==> src/rtl/pipe_mem_arb.sv <==
// ============================================================================
// pipe_mem_arb : fetch/data arbiter onto one single-port memory, fixed latency
// Revision     : 1.0
// ============================================================================
`default_nettype none

module pipe_mem_arb #(
  parameter int unsigned MEM_LAT = 2
) (
  input  logic        clock,
  input  logic        reset,
  input  logic        i_req,
  input  logic [31:0] i_addr,
  output logic [31:0] i_rdata,
  output logic        i_ack,
  input  logic        d_req,
  input  logic        d_we,
  input  logic [31:0] d_addr,
  input  logic [31:0] d_wdata,
  output logic [31:0] d_rdata,
  output logic        d_ack,
  output logic        m_en,
  output logic        m_we,
  output logic [31:0] m_addr,
  output logic [31:0] m_wdata,
  input  logic [31:0] m_rdata,
  output logic        busy,
  output logic        stall_if,
  output logic        stall_mem
);

  localparam logic [1:0] S_IDLE = 2'd0;
  localparam logic [1:0] S_BUSY = 2'd1;
  localparam logic [1:0] S_DONE = 2'd2;

  localparam logic [2:0] LAT    = 3'(MEM_LAT);
  localparam logic [1:0] STARVE = 2'd3;

  logic [1:0]  state_q, state_d;
  logic [2:0]  cnt_q, cnt_d;
  logic [1:0]  starve_q, starve_d;
  logic        win_data_q, win_data_d;

  logic        m_en_q, m_en_d;
  logic        m_we_q, m_we_d;
  logic [31:0] m_addr_q, m_addr_d;
  logic [31:0] m_wdata_q, m_wdata_d;
  logic        i_ack_q, i_ack_d;
  logic        d_ack_q, d_ack_d;
  logic [31:0] i_rdata_q, i_rdata_d;
  logic [31:0] d_rdata_q, d_rdata_d;

  logic        req_any;
  logic        grant_data;
  logic        last_beat;

  // Data normally wins; a fetch that has lost three times in a row goes first.
  assign req_any    = i_req | d_req;
  assign grant_data = d_req & ~(i_req & (starve_q == STARVE));
  assign last_beat  = (state_q == S_BUSY) && (cnt_q == LAT);

  always_ff @(posedge clock) begin
    if (reset) begin
      state_q    <= S_IDLE;
      cnt_q      <= 3'd0;
      starve_q   <= 2'd0;
      win_data_q <= 1'b0;
      m_en_q     <= 1'b0;
      m_we_q     <= 1'b0;
      m_addr_q   <= 32'd0;
      m_wdata_q  <= 32'd0;
      i_ack_q    <= 1'b0;
      d_ack_q    <= 1'b0;
      i_rdata_q  <= 32'd0;
      d_rdata_q  <= 32'd0;
    end else begin
      state_q    <= state_d;
      cnt_q      <= cnt_d;
      starve_q   <= starve_d;
      win_data_q <= win_data_d;
      m_en_q     <= m_en_d;
      m_we_q     <= m_we_d;
      m_addr_q   <= m_addr_d;
      m_wdata_q  <= m_wdata_d;
      i_ack_q    <= i_ack_d;
      d_ack_q    <= d_ack_d;
      i_rdata_q  <= i_rdata_d;
      d_rdata_q  <= d_rdata_d;
    end
  end

  always_comb begin
    state_d    = state_q;
    cnt_d      = cnt_q;
    starve_d   = starve_q;
    win_data_d = win_data_q;
    case (state_q)
      S_IDLE: begin
        if (req_any) begin
          state_d    = S_BUSY;
          cnt_d      = 3'd1;
          win_data_d = grant_data;
          if (grant_data && i_req) begin
            starve_d = (starve_q == STARVE) ? STARVE : starve_q + 2'd1;
          end else begin
            starve_d = 2'd0;
          end
        end
      end
      S_BUSY: begin
        if (last_beat) begin
          state_d = S_DONE;
        end else begin
          cnt_d = cnt_q + 3'd1;
        end
      end
      S_DONE:  state_d = S_IDLE;
      default: state_d = S_IDLE;
    endcase
  end

  // Next values for the registered memory-side strobes, acks and read data.
  always_comb begin
    m_en_d    = m_en_q;
    m_we_d    = m_we_q;
    m_addr_d  = m_addr_q;
    m_wdata_d = m_wdata_q;
    i_ack_d   = 1'b0;
    d_ack_d   = 1'b0;
    i_rdata_d = i_rdata_q;
    d_rdata_d = d_rdata_q;
    case (state_q)
      S_IDLE: begin
        if (req_any) begin
          m_en_d = 1'b1;
          if (grant_data) begin
            m_we_d    = d_we;
            m_addr_d  = d_addr;
            m_wdata_d = d_we ? d_wdata : 32'd0;
          end else begin
            m_we_d    = 1'b0;
            m_addr_d  = i_addr;
            m_wdata_d = 32'd0;
          end
        end
      end
      S_BUSY: begin
        if (last_beat) begin
          m_en_d = 1'b0;
          m_we_d = 1'b0;
          if (win_data_q) begin
            d_ack_d = 1'b1;
            if (!m_we_q) begin
              d_rdata_d = m_rdata;
            end
          end else begin
            i_ack_d   = 1'b1;
            i_rdata_d = m_rdata;
          end
        end
      end
      default: begin
        m_en_d = 1'b0;
        m_we_d = 1'b0;
      end
    endcase
  end

  assign m_en      = m_en_q;
  assign m_we      = m_we_q;
  assign m_addr    = m_addr_q;
  assign m_wdata   = m_wdata_q;
  assign i_ack     = i_ack_q;
  assign d_ack     = d_ack_q;
  assign i_rdata   = i_rdata_q;
  assign d_rdata   = d_rdata_q;
  assign busy      = (state_q != S_IDLE);
  assign stall_if  = i_req & ~i_ack_q;
  assign stall_mem = d_req & ~d_ack_q;

endmodule

`default_nettype wire

==> config.mk <==
export PLATFORM = sky130hd
export DESIGN_NAME = pipe_mem_arb
export DESIGN_NICKNAME = d
export VERILOG_FILES = /design/src/rtl/pipe_mem_arb.sv
export SDC_FILE = /design/constraint.sdc
export NUM_CORES = 1
export LEC_CHECK = 0
export ABC_AREA = 1
export CORE_AREA = 3 3 117 176
export CTS_BUF_LIST = sky130_fd_sc_hd__clkbuf_4
export DETAILED_ROUTE_END_ITERATION = 6
export DIE_AREA = 0 0 120 179
export HOLD_SLACK_MARGIN = 0.1
export PLACE_DENSITY_LB_ADDON = 0.1
export SYNTH_ARGS = -nofsm -noshare
export SYNTH_HDL_FRONTEND = slang
export SYNTH_SLANG_ARGS = --single-unit
==> constraint.sdc <==
create_clock -name clock -period 1.5 [get_ports clock]
set_clock_uncertainty 0.2 [all_clocks]
set_input_delay 0.3 -clock clock [delete_from_list [all_inputs] [get_ports clock]]
set_output_delay 0.3 -clock clock [all_outputs]
set_load 0.03 [all_outputs]
==> impl_metrics.csv <==
group,metric,value,unit
floorplanning,die_h,179,um
setup_path,rrSetupSlack,-0.27,ns
setup_path,r2r-start,"cnt_q[0]$_SDFFE_PP0P_",
power,ir_worst_vdd,487,uV
setup_path,cp.arrival,1.31,ns
worst_hold_path,min_path_type,"in2reg",
timing,finalSetupViolCount,267,
timing,rsz0062_at_grt,"yes",
route,route.antenna.remaining_nets,0,
grt,top_usage_layer,"met2",
grt,use_met2,0.390,
route,drtIter0Drc,277,
timing,timing.final.crit_share,1.21,
floorplanning,io-pin-count,268,
timing,maxSlewHeadroom,0.746,
floorplanning,core.rowCount,62,
logic_synthesis,synth_compound_area_frac,0.0340,
clocking,insertion_delay,0.55,ns
route,drcViolationCount,0,
setup_path,cp-start-kind,"flop",
grt,gr-usage-met1,0.227,
setup_path,crit_path_end_kind,"output pin",
place,portBuffers,267,
power,leakagePower,5.57,nW
setup_path,reg2reg_depth,11,
logic_synthesis,syn_nets,1000,
worst_hold_path,hold_start,"i_addr[25]",
grt,grt_max_degree,30,
place,dp_hpwl,13200,um
grt,antenna_found_initial,2,
clocking,cts_tree,"built",
logic_synthesis,synth_top_family_by_area,"simple AND/OR/NAND/NOR gates",
setup_path,cp_max_fo,3,
finish,nNetsFinal,1391,
clocking,clock_path_buffers,2,
clocking,htree_num_levels,4,
logic_synthesis,netlist_area,5730,um2
route,via_per_inst,4.42,
route,post_drt_wl_per_cell,15.5,um
worst_hold_path,hold_path_end,"m_addr[25]$_SDFFE_PP0P_",
timing,tightest_slew,0.380,ns
logic_synthesis,avgSynthCellArea,6.63,um2
logic_synthesis,yosysTopAreaCell,"dfxtp_1",
run,max_cap_violations,0,
logic_synthesis,synth.area.mux_share,0,
grt,grt_pass1_vias,6724,
route,dr.pass1.iters,4,
grt,overflow,0,
outcome,status,"finished, violations left",
finish,drive_above_1_share,0.451,
timing,max_freq,0.552,GHz
finish,syn_to_final_growth,109,%
finish,final_util,0.627,
setup_path,r2r-end,"i_rdata[1]$_SDFFE_PP0P_",
floorplanning,initial_core_util,0.299,
floorplanning,die_w,120,um
grt,track_usage,0.212,
route,via_count,6753,
outcome,violations,"setup timing",
logic_synthesis,synthXorXnorAreaFrac,0,
logic_synthesis,synth.area.top_cells,"dfxtp_1 (49%), nand2_1 (22%), nor2_1 (9.3%)",
timing,maxSlewViolCount,0,
power,power.density,719,nW/um2
logic_synthesis,ys_types,18,
floorplanning,core,19200,um2
clocking,numCtsBuffers,17,
logic_synthesis,yosys.area.top_type_share,0.485,
grt,met3_usage,0.0619,
logic_synthesis,syn_inst,865,
setup_path,crit_type,"reg2out",
place,dp_slack,-0.439,ns
logic_synthesis,yosys_register_bits,139,
worst_hold_path,holdPathStages,5,
clocking,cts_sinks,139,
timing,layout_setup_ws,-0.312,ns
clocking,path_clk_slew,0.15,ns
place,gp_congestion,0.792,
grt,grt_pass1_wl,35300,um
timing,period_needed,1.81,ns
logic_synthesis,yosysSeqAreaShare,0.485,
route,drt_wl_total,23700,um
logic_synthesis,ys_warn_count,0,
timing,hold_violations,0,
logic_synthesis,synth_adder_area_share,0.00436,
logic_synthesis,synthSimpleGateAreaFrac,0.376,
clocking,clock-root-buffer,"clkbuf_4",
setup_path,crit_required,1.00,ns
floorplanning,die_area,21500,um2
-- worst max-delay path by stage --
stage                            startpoint                  endpoint  slack (ns)  depth (start not counted)
floorplan             cnt_q[0]$_SDFFE_PP0P_  d_rdata[23]$_SDFFE_PP0P_       -0.02                          9
global placement                      i_req    m_addr[7]$_SDFFE_PP0P_       -0.41                          8
detailed placement                    i_req  m_wdata[24]$_SDFFE_PP0P_       -0.44                          9
CTS                 state_q[0]$_SDFFE_PP0P_                      busy       -0.39                          4
global route        state_q[1]$_SDFFE_PP0P_                      busy       -0.40                          4
finish              state_q[1]$_SDFFE_PP0P_                      busy       -0.31                          4
-- power by group --
group	total, mW	internal [mW]	switching, mW
registers	3.97	3.86	0.110
clock network	2.49	0.881	1.61
logic	2.17	1.16	1.01
-- kinds of logic after synthesis --
kind of cell	count (synthesis)
adders and majority gates	2
and+or+nand+nor	539
buffers and inverters	146
AOI/OAI and AO/OA	39
DFF	139
-- cells in the mapped netlist --
library cell	n
nand3b_1	19
o21ai_1	7
nand3_1	38
nand2_1	337
nand4_1	1
dfxtp_1	139
buf_2	22
ha_1	2
a21oi_1	4
inv_1	97
clkbuf_1	20
buf_1	3
clkbuf_2	1
inv_2	3
nor2_1	142
nand2_2	1
o21ai_0	28
nor2_4	1
-- critical path, stage by stage, from the launching register on --
cell and delay [ns]:
dfxtp_4 0.38, nor2_4 0.12, buf_6 0.11, inv_4 0.03
buf_12 0.12
-- cell type report --
class / instances / area, um2
Antenna cell: 2 / 5.00
Inverter: 100 / 390
Clock inverter: 15 / 153
Clock buffer: 17 / 128
Multi-Input combinational cell: 580 / 3180
Timing Repair Buffer: 418 / 4870
Tap cell: 256 / 320
Fill cell: 1692 / 7160
Sequential cell: 139 / 2960
-- metal layers --
| metal | up-vias | part of all wire |
|---|---|---|
| li1 | 3368 | - |
| met1 | 3135 | 0.36 |
| met2 | 213 | 0.55 |
| met3 | 37 | 0.062 |
| met4 | 0 | 0.025 |
| met5 | - | 0 |
-- state kept, by name (all words and copies together), names as in the netlist --
register	flops
d_rdata	32
i_rdata	32
m_addr	32
m_wdata	32
cnt_q	3
starve_q	2
state_q	2
d_ack	1
i_ack	1
m_we	1
win_data_q	1
-- cell usage in the layout, fill, tap and decap left out, types with 5 or more instances in the layout --
master,instances
dfxtp_2,132
nand2_1,272
nand3_2,16
nand2_2,48
nand3b_1,19
inv_6,5
o21ai_2,10
nand2_4,13
inv_1,94
o21ai_1,17
buf_16,12
buf_12,35
nand3_1,22
nor2_1,84
clkdlybuf4s50_1,130
buf_4,51
buf_6,142
clkbuf_4,17
nor2_2,14
nand2_8,5
nor2_4,45
dlygate4sd3_1,41
o21ai_0,8
-- through the flow --
| stage | std cells | area (um2) | hold WS [ns] | TNS (ns) | power, mW |
|---|---|---|---|---|---|
| finish | 1527 | 12000 | 0.153 | -29.32 | 8.63 |
| global placement | 1385 | 8850 | 0.239 | -38.21 | 5.53 |
| global route | 1527 | 12000 | 0.110 | -50.94 | 9.05 |
| floorplan | 865 | 5750 | 0.235 | -0.792 | 4.66 |
| CTS | 1516 | 11600 | 0.100 | -50.24 | 8.64 |
| detailed placement | 1385 | 8850 | 0.242 | -39.10 | 5.53 |
-- timing repair --
action / 4_1_cts / 5_1_grt
setup endpoints to repair: 251 / 272
gates cloned: 24 / 2
resized for setup: 481 / 145
endpoints found under the hold margin: 46 / 0
hold buffers: 41 / 0
buffers inserted: 34 / 23
pin swaps: 11 / 32
(Power assumes the default switching activity.)
